--- src/rtl/max_reduce_pipe.sv ---
// -----------------------------------------------------------------------------
// max_reduce_pipe
//   Fully pipelined max-reduction engine for Smith-Waterman score streams.
//   Each accepted beat carries N_LANES signed scores. Negative scores are
//   floored to 0. A registered binary comparator tree reduces each beat to
//   (value, lane). A per-packet accumulator keeps the running maximum and its
//   (beat, lane). One result is emitted per packet. Input is never stalled.
//
// Ports
//   clk        in   clock, rising edge
//   rst_n      in   asynchronous reset, active low
//   clr        in   synchronous clear of in-flight beats and the open packet
//   in_valid   in   beat present on in_data/in_last
//   in_last    in   final beat of the packet (qualified by in_valid)
//   in_data    in   lane k = in_data[DATA_WIDTH*(k+1)-1 : DATA_WIDTH*k]
//   out_valid  out  one-cycle pulse, result fields valid
//   out_max    out  packet maximum (never negative)
//   out_beat   out  0-based beat number of the maximum
//   out_lane   out  lane of the maximum
//   busy       out  a beat is in the tree or a packet is open
//
// Handshake: there is no ready. A beat is accepted on every rising edge where
//   in_valid=1 and clr=0. out_valid is a single-cycle pulse with no
//   backpressure; out_max/out_beat/out_lane hold until the next pulse.
//
// Timing: accept at edge c, tree output valid after edge c+L, accumulator
//   updated at edge c+L+1, out_valid high after edge c+L+2 (L = LANE_W).
// -----------------------------------------------------------------------------
module max_reduce_pipe #(
  parameter int DATA_WIDTH = 16,
  parameter int N_LANES    = 64,
  parameter int LANE_W     = 6,
  parameter int BEAT_W     = 16
) (
  input  logic                          clk,
  input  logic                          rst_n,
  input  logic                          clr,
  input  logic                          in_valid,
  input  logic                          in_last,
  input  logic [DATA_WIDTH*N_LANES-1:0] in_data,
  output logic                          out_valid,
  output logic [DATA_WIDTH-1:0]         out_max,
  output logic [BEAT_W-1:0]             out_beat,
  output logic [LANE_W-1:0]             out_lane,
  output logic                          busy
);

  localparam int L = LANE_W;

  // Tree storage uses heap numbering: node 1 is the root, node i has children
  // 2i and 2i+1, and leaves N_LANES..2*N_LANES-1 are the stage-0 registers
  // (leaf N_LANES+k holds lane k). Leaf lane indices are implicit constants.
  logic [DATA_WIDTH-1:0] val_d  [1:2*N_LANES-1];
  logic [DATA_WIDTH-1:0] val_q  [1:2*N_LANES-1];
  logic [LANE_W-1:0]     lane_d [1:N_LANES-1];
  logic [LANE_W-1:0]     lane_q [1:N_LANES-1];

  // Per-stage side-band: index 0 is the stage-0 register, index L the tree output.
  logic [L:0]        pv_q;
  logic [L:0]        plast_q;
  logic [BEAT_W-1:0] pbeat_q [0:L];

  logic [BEAT_W-1:0] beat_cnt_d, beat_cnt_q;

  logic                  acc_open_q;
  logic [DATA_WIDTH-1:0] acc_val_q;
  logic [BEAT_W-1:0]     acc_beat_q;
  logic [LANE_W-1:0]     acc_lane_q;
  logic                  emit_q;

  logic                  out_valid_q;
  logic [DATA_WIDTH-1:0] out_max_q;
  logic [BEAT_W-1:0]     out_beat_q;
  logic [LANE_W-1:0]     out_lane_q;

  logic accept;
  assign accept = in_valid & ~clr;

  // Leaves: floor negative lanes to 0.
  for (genvar k = 0; k < N_LANES; k++) begin : g_leaf
    logic [DATA_WIDTH-1:0] raw;
    assign raw                = in_data[DATA_WIDTH*k +: DATA_WIDTH];
    assign val_d[N_LANES + k] = raw[DATA_WIDTH-1] ? '0 : raw;
  end

  // 2:1 compare nodes. Child 2i always covers lower lanes than child 2i+1,
  // so letting 2i+1 win only on strictly greater resolves ties to the lower lane.
  for (genvar i = 1; i < N_LANES; i++) begin : g_node
    logic [DATA_WIDTH-1:0] a_v, b_v;
    logic [LANE_W-1:0]     a_l, b_l;
    logic                  b_win;
    assign a_v = val_q[2*i];
    assign b_v = val_q[2*i+1];
    if (2*i >= N_LANES) begin : g_from_leaf
      assign a_l = LANE_W'(2*i - N_LANES);
      assign b_l = LANE_W'(2*i + 1 - N_LANES);
    end else begin : g_from_node
      assign a_l = lane_q[2*i];
      assign b_l = lane_q[2*i+1];
    end
    assign b_win     = (b_v > a_v);
    assign val_d[i]  = b_win ? b_v : a_v;
    assign lane_d[i] = b_win ? b_l : a_l;
  end

  // Tree data registers are free-running; validity travels in pv_q.
  always_ff @(posedge clk or negedge rst_n) begin
    if (!rst_n) begin
      for (int i = 1; i < 2*N_LANES; i++) val_q[i]  <= '0;
      for (int i = 1; i < N_LANES; i++)   lane_q[i] <= '0;
    end else begin
      val_q  <= val_d;
      lane_q <= lane_d;
    end
  end

  always_ff @(posedge clk or negedge rst_n) begin
    if (!rst_n) begin
      pv_q    <= '0;
      plast_q <= '0;
      for (int j = 0; j <= L; j++) pbeat_q[j] <= '0;
    end else begin
      pv_q       <= clr ? '0 : {pv_q[L-1:0], in_valid};
      plast_q    <= {plast_q[L-1:0], in_last};
      pbeat_q[0] <= beat_cnt_q;
      for (int j = 1; j <= L; j++) pbeat_q[j] <= pbeat_q[j-1];
    end
  end

  // Beat counter: tags the entering beat; saturates instead of wrapping, so it
  // is nonzero exactly while a packet is open.
  always_comb begin
    beat_cnt_d = beat_cnt_q;
    if (clr) begin
      beat_cnt_d = '0;
    end else if (in_valid) begin
      if (in_last)                beat_cnt_d = '0;
      else if (beat_cnt_q != '1)  beat_cnt_d = beat_cnt_q + BEAT_W'(1);
    end
  end

  always_ff @(posedge clk or negedge rst_n) begin
    if (!rst_n) beat_cnt_q <= '0;
    else        beat_cnt_q <= beat_cnt_d;
  end

  // Accumulator. Strictly-greater replacement keeps the earlier beat on a tie.
  logic tree_v, tree_last, take;
  assign tree_v    = pv_q[L];
  assign tree_last = plast_q[L];
  assign take      = ~acc_open_q | (val_q[1] > acc_val_q);

  always_ff @(posedge clk or negedge rst_n) begin
    if (!rst_n) begin
      acc_open_q <= 1'b0;
      acc_val_q  <= '0;
      acc_beat_q <= '0;
      acc_lane_q <= '0;
      emit_q     <= 1'b0;
    end else if (clr) begin
      acc_open_q <= 1'b0;
      acc_val_q  <= '0;
      acc_beat_q <= '0;
      acc_lane_q <= '0;
      emit_q     <= 1'b0;
    end else begin
      emit_q <= tree_v & tree_last;
      if (tree_v) begin
        if (take) begin
          acc_val_q  <= val_q[1];
          acc_beat_q <= pbeat_q[L];
          acc_lane_q <= lane_q[1];
        end
        acc_open_q <= ~tree_last;
      end
    end
  end

  // Output registers ignore clr so that an already-pending pulse completes.
  // A following packet may overwrite acc on the same edge; the old value is
  // what gets captured here.
  always_ff @(posedge clk or negedge rst_n) begin
    if (!rst_n) begin
      out_valid_q <= 1'b0;
      out_max_q   <= '0;
      out_beat_q  <= '0;
      out_lane_q  <= '0;
    end else begin
      out_valid_q <= emit_q;
      if (emit_q) begin
        out_max_q  <= acc_val_q;
        out_beat_q <= acc_beat_q;
        out_lane_q <= acc_lane_q;
      end
    end
  end

  assign out_valid = out_valid_q;
  assign out_max   = out_max_q;
  assign out_beat  = out_beat_q;
  assign out_lane  = out_lane_q;
  assign busy      = (|pv_q) | (beat_cnt_q != '0);

endmodule
--- config.mk ---
export PLATFORM = sky130hd
export DESIGN_NAME = max_reduce_pipe
export DESIGN_NICKNAME = d
export VERILOG_FILES = /design/src/rtl/max_reduce_pipe.sv
export SDC_FILE = /design/constraint.sdc
export NUM_CORES = 2
export LEC_CHECK = 0
export BUFFER_PORTS_ARGS = -buffer_cell sky130_fd_sc_hd__buf_2
export CORE_ASPECT_RATIO = 1.5
export CORE_MARGIN = 4
export CORE_UTILIZATION = 55
export DETAILED_ROUTE_END_ITERATION = 10
export PLACE_DENSITY = 0.72
export SLEW_MARGIN = 30
export SYNTH_ARGS = -nofsm -noshare
export SYNTH_HDL_FRONTEND = slang
export SYNTH_SLANG_ARGS = --single-unit
--- constraint.sdc ---
create_clock -name clk -period 6.3 [get_ports clk]
set_input_delay 0.945 -clock clk [delete_from_list [all_inputs] [get_ports clk]]
set_output_delay 0.945 -clock clk [all_outputs]
set_load 0.05 [all_outputs]
# ---- After elaboration in Yosys (flattened, before gate mapping)
# Cells that the tools add are included.
dict set report op_classes {
  n_eq_ne 1
  n_addsub 1
  order_cmp 64
  n_shift 0
  muxes 207
  multipliers 0
  n_bitwise 5
  reduce_logical 8
  div_mod_pow 0
}
# cell count
set op_table {}
lappend op_table {{$mux W15} 96}
lappend op_table {{$mux W16} 41}
lappend op_table {{$gt A16 B16 Y1} 32}
lappend op_table {{$gt A15 B15 Y1} 32}
lappend op_table {{$mux W6} 26}
lappend op_table {{$mux W1} 35}
lappend op_table {{$mux W5} 4}
lappend op_table {{$add A16 B1 Y16 const B} 1}
lappend op_table {{$ne A16 B16 Y1 const B} 1}
lappend op_table {{$reduce_bool A16 Y1} 1}
lappend op_table {{$mux W4} 2}
lappend op_table {{$mux W7} 1}
lappend op_table {{$reduce_or A7 Y1} 1}
lappend op_table {{$reduce_bool A2 Y1} 3}
lappend op_table {{$reduce_and A2 Y1} 2}
lappend op_table {{$mux W3} 1}
lappend op_table {{$reduce_bool A3 Y1} 1}
lappend op_table {{$mux W2} 1}
lappend op_table {{$not A1 Y1} 2}
lappend op_table {{$or A1 B1 Y1} 2}
lappend op_table {{$and A1 B1 Y1} 1}
dict set report totals {
  ff_bits 2510
  memories 0
  latchBits 0
  in_bits 1029
  output_inout_bits 40
  ram_bits 0
  rom_bits 0
}

# ---- Longest topological paths before layout
dict set report depth {
  ltp_word 5
  mapped_depth 10
  ltp_nobuf 8
}

# ---- Worst setup path before layout
# Ideal clock, no wire load.
dict set report synth_path {
  kind {flip-flop to output port}
  startpoint {reg beat_cnt_q[6]}
  endpoint {out busy}
  path_buffers 1
  arrival_time_ns 1.726
  path_stages_with_launch 4
  setup_slack_ns 3.629
  required_time_ns 5.355
  cell_sequence {dfrtp_1 -> buf_2 -> or4_1 -> or4_1}
}
dict set report synth_between {
  elab_chain_cells 2
}
# item line_no
set synth_rtl {}
lappend synth_rtl {{start, declared} 63} ;# logic [BEAT_W-1:0] beat_cnt_d, beat_cnt_q;
lappend synth_rtl {{start signal, assigned} 144} ;# else beat_cnt_q <= beat_cnt_d;
lappend synth_rtl {{$reduce_bool A16 Y1} 202} ;# assign busy = (|pv_q) | (beat_cnt_q != '0);
lappend synth_rtl {{$or A1 B1 Y1} 202}
lappend synth_rtl {{end, declared} 45} ;# output logic busy
# No other way between the ends.

# ---- Worst setup path in the final report
dict set report layout_path {
  startpoint {reg beat_cnt_q[0]}
  endpoint {out busy}
}
# Same word-level chain as after synthesis.

==> metrics.txt <==
Final Hold Viols 0; first-pass GRT wire length 407800 um; Hold EP pbeat_q[46]$_DFF_PN0_; number of buffers added for setup after CTS 0; Unique masters post-synth 73; dpl cells 11550; vias in the first global route 69630; max-cap violations 0; most used flip-flop cell after synthesis dfrtp_1; syn_nets 10140; r2r startpoint acc_val_q[14]$_DFFE_PN0P_; Synth Area per Inst 12.50 um2; flops & latches, synth 2271; Setup crit start kind flop; clk root buf clkbuf_16; worst setup margin 2.571 ns; sequential share of power 43.3%; P&R area growth vs syn 15.69%; Comb power frac 24.0%; GR Overflow Total 0; initial detailed-routing violation count 3458; FF-to-FF setup slack 3.07 ns; Peak VDD IR 0.2902 mV; CTS max path bufs 4; Ys Warns 0; Final setup violation count 0; synthesized area 0.1019 mm2; layout cells sized above 1 26.41%; Worst slew margin 34.80%; Sw Share 29.54%; post-route setup TNS 0 ns; P_sw 12.27 mW; commonest non-fill, non-tap cell in the layout dfrtp_1; leak pwr 58.57 nW; r2r worst-path depth 9; Async SR Flop Fraction 100.0%; power share of the clock group 32.7%; CTS sink cnt 2271; Post-Route WL 269500 um; Via density 5.355; wire length per cell 22.47 um; Routed Antenna Nets 0; commonest cells after routing, fill and taps aside dfrtp_1 (2270), buf_2 (1067), inv_1 (1008); Min-Delay Path Depth 0; CP endpoint kind output port; status completed; FMAX 268.2 MHz; CTS tree built; Power Dens Cells 352.6 mW/mm2; nets 11330; Hold/Removal Path Class reg -> reg; Arr. time, crit path 2.78 ns; Max Slew Vio Count 0; H-tree depth 4; DRC viols 0; CP max FO 7; Die H 535.1 um; fin crit period 3.729 ns; top-area cell type share of the netlist area 55.80%; worst-case clock skew 0.06455 ns; Routability Congestion 0.9855; pin count of the biggest net entering global routing 169; Tcrit/Tclk final 59.19%; EDFF count, synth 0; DRT Pass-1 Iters 6; register area share after synthesis 55.80%; leading area contributor after synthesis dfrtp_1; CTS Buf Count 215; DP Worst Slack 3.124 ns; Clock Latency Late Sink 0.84 ns; I/O Pins 1069; initial antenna violation count 74; PortBufs 1067; RSZ-0062 raised after global routing no; total track usage 27.92%; Syn Inst Count 8150; Die W 359.4 um; core area 0.1843 mm2; slew at the pin with the worst max-slew slack 0.9780 ns; Initial Utilization 55.28%; Clock transition at path regs 0.07 ns; Die Footprint 0.1923 mm2; top cells by area, synth dfrtp_1 (56%), ha_1 (12%), mux2_2 (9.8%), nor2b_1 (6.0%), inv_1 (3.7%); Data required, critical path 5.35 ns; Layout Cells excl Fill 11990; Cell Int Power 29.28 mW; DP HPWL 213500 um; critical path class reg -> out; hold_sp pbeat_q[62]$_DFF_PN0_; Critical R2R Capture acc_beat_q[13]$_DFFE_PN0P_; total number of vias 64210; Cell Rows 193
==> sequential cells by signal, indices dropped and copies added, names as in the netlist, 6 cells and up <==
name,cells
beat_cnt_q,16
pbeat_q,112
out_lane,6
plast_q,7
val_q,15
g_node.b_v,945
g_node.a_l,68
g_node.b_l,73
g_node.a_v,945
out_beat,16
acc_lane_q,6
acc_val_q,15
out_max,15
acc_beat_q,16
pv_q,7
lane_q,6
==> cells in the mapped netlist, types with 4 or more instances <==
| master | number |
|---|---|
| o211ai_1 | 9 |
| buf_8 | 4 |
| o31ai_1 | 30 |
| clkbuf_1 | 97 |
| or2b_1 | 30 |
| mux2_4 | 35 |
| mux2_2 | 887 |
| mux2i_1 | 41 |
| and2_1 | 31 |
| nand2_1 | 182 |
| and3_1 | 4 |
| a2111oi_0 | 4 |
| a21o_1 | 54 |
| or4_1 | 7 |
| nor2b_1 | 978 |
| o21ai_0 | 127 |
| nor4_2 | 22 |
| ha_1 | 962 |
| nor4_1 | 34 |
| a21oi_1 | 389 |
| nor3_1 | 4 |
| mux2_1 | 128 |
| a211oi_1 | 69 |
| buf_6 | 6 |
| a31oi_1 | 6 |
| nand4_1 | 140 |
| o21a_1 | 22 |
| nand3b_1 | 32 |
| nand3_1 | 138 |
| inv_1 | 1008 |
| a22oi_2 | 21 |
| dfrtp_1 | 2271 |
| o221ai_1 | 22 |
| nor2_1 | 144 |
| nand2b_1 | 45 |
| o22ai_1 | 9 |
| a211o_1 | 31 |
| buf_2 | 43 |
| or3_1 | 4 |
| a2111oi_4 | 5 |
| a21oi_2 | 8 |
| buf_4 | 22 |
| or4_4 | 4 |
==> final cells by class <==
cell class	instances	area [um2]
fill	14060	66410
sequential	2271	56830
multi-input combinational	4694	40330
timing repair buffer	1152	6245
clock buffer	293	6197
inverter	1008	3784
tap	2437	3049
clock inverter	94	1296
antenna	42	105.1
==> power by group through the flow <==
stage	logic, mW	registers [mW]	clock network (mW)
3_5_place_dp	9.86	18.2	0
5_1_grt	11.0	18.1	14.5
3_3_place_gp	9.60	18.2	0
6_report	9.97	18.0	13.6
2_1_floorplan	7.09	17.4	0
4_1_cts	9.98	18.0	13.9
==> per-stage QoR <==
stage	utilization (%)	instance area [um2]	power (mW)	hold WS, ns
floorplan	-	101900	24.48	0.3312
global placement	59.70	110000	27.81	0.3314
detailed placement	59.74	110100	28.10	0.3347
CTS	63.80	117600	41.87	0.1751
global route	63.92	117800	43.65	0.2797
finish	63.95	117800	41.55	0.2957
==> cells by family after synthesis <==
| group | share of synthesized area (%) |
|---|---|
| muxes | 12.14 |
| DFF | 55.80 |
| AOI/OAI and AO/OA | 5.097 |
| buffers and inverters | 4.639 |
| adders and majority gates | 11.82 |
| and+or+nand+nor | 10.49 |
| other | 0.007373 |
| xor gates and xnor gates | 0.01720 |
==> per-layer routing <==
layer	share of wire [%]	routed length, um	up-vias	track usage (%)
li1	-	-	29870	-
met1	38	102200	32140	32.46
met2	52	139900	1648	50.60
met3	5.2	14010	534	4.826
met4	4.9	13320	20	12.41
met5	0.042	114	-	0
==> how the worst max path moves through the flow <==
stage	start	endpoint	cells after the start
after floorplan	beat_cnt_q[6]$_DFFE_PN0P_	busy	3
after global placement	g_node[7].a_v[14]$_DFF_PN0_	g_node[3].b_v[12]$_DFF_PN0_	9
after detailed placement	acc_val_q[14]$_DFFE_PN0P_	acc_beat_q[2]$_DFFE_PN0P_	9
after CTS	beat_cnt_q[0]$_DFFE_PN0P_	busy	6
after global routing	beat_cnt_q[0]$_DFFE_PN0P_	busy	6
final	beat_cnt_q[0]$_DFFE_PN0P_	busy	6
==> worst max-delay path, cell delays in order (launching register included) <==
cell	delay, ns
dfrtp_1	0.44
inv_1	0.08
ha_1	0.15
nor4b_1	0.27
nand4_1	0.14
or4_1	0.57
buf_2	0.28
==> repair_timing <==
action,4_1_cts,5_1_grt
endpoints found under the hold margin,0,7
gates resized for setup,0,0
hold buffers,0,1
Power figures use the tool's default switching activity.
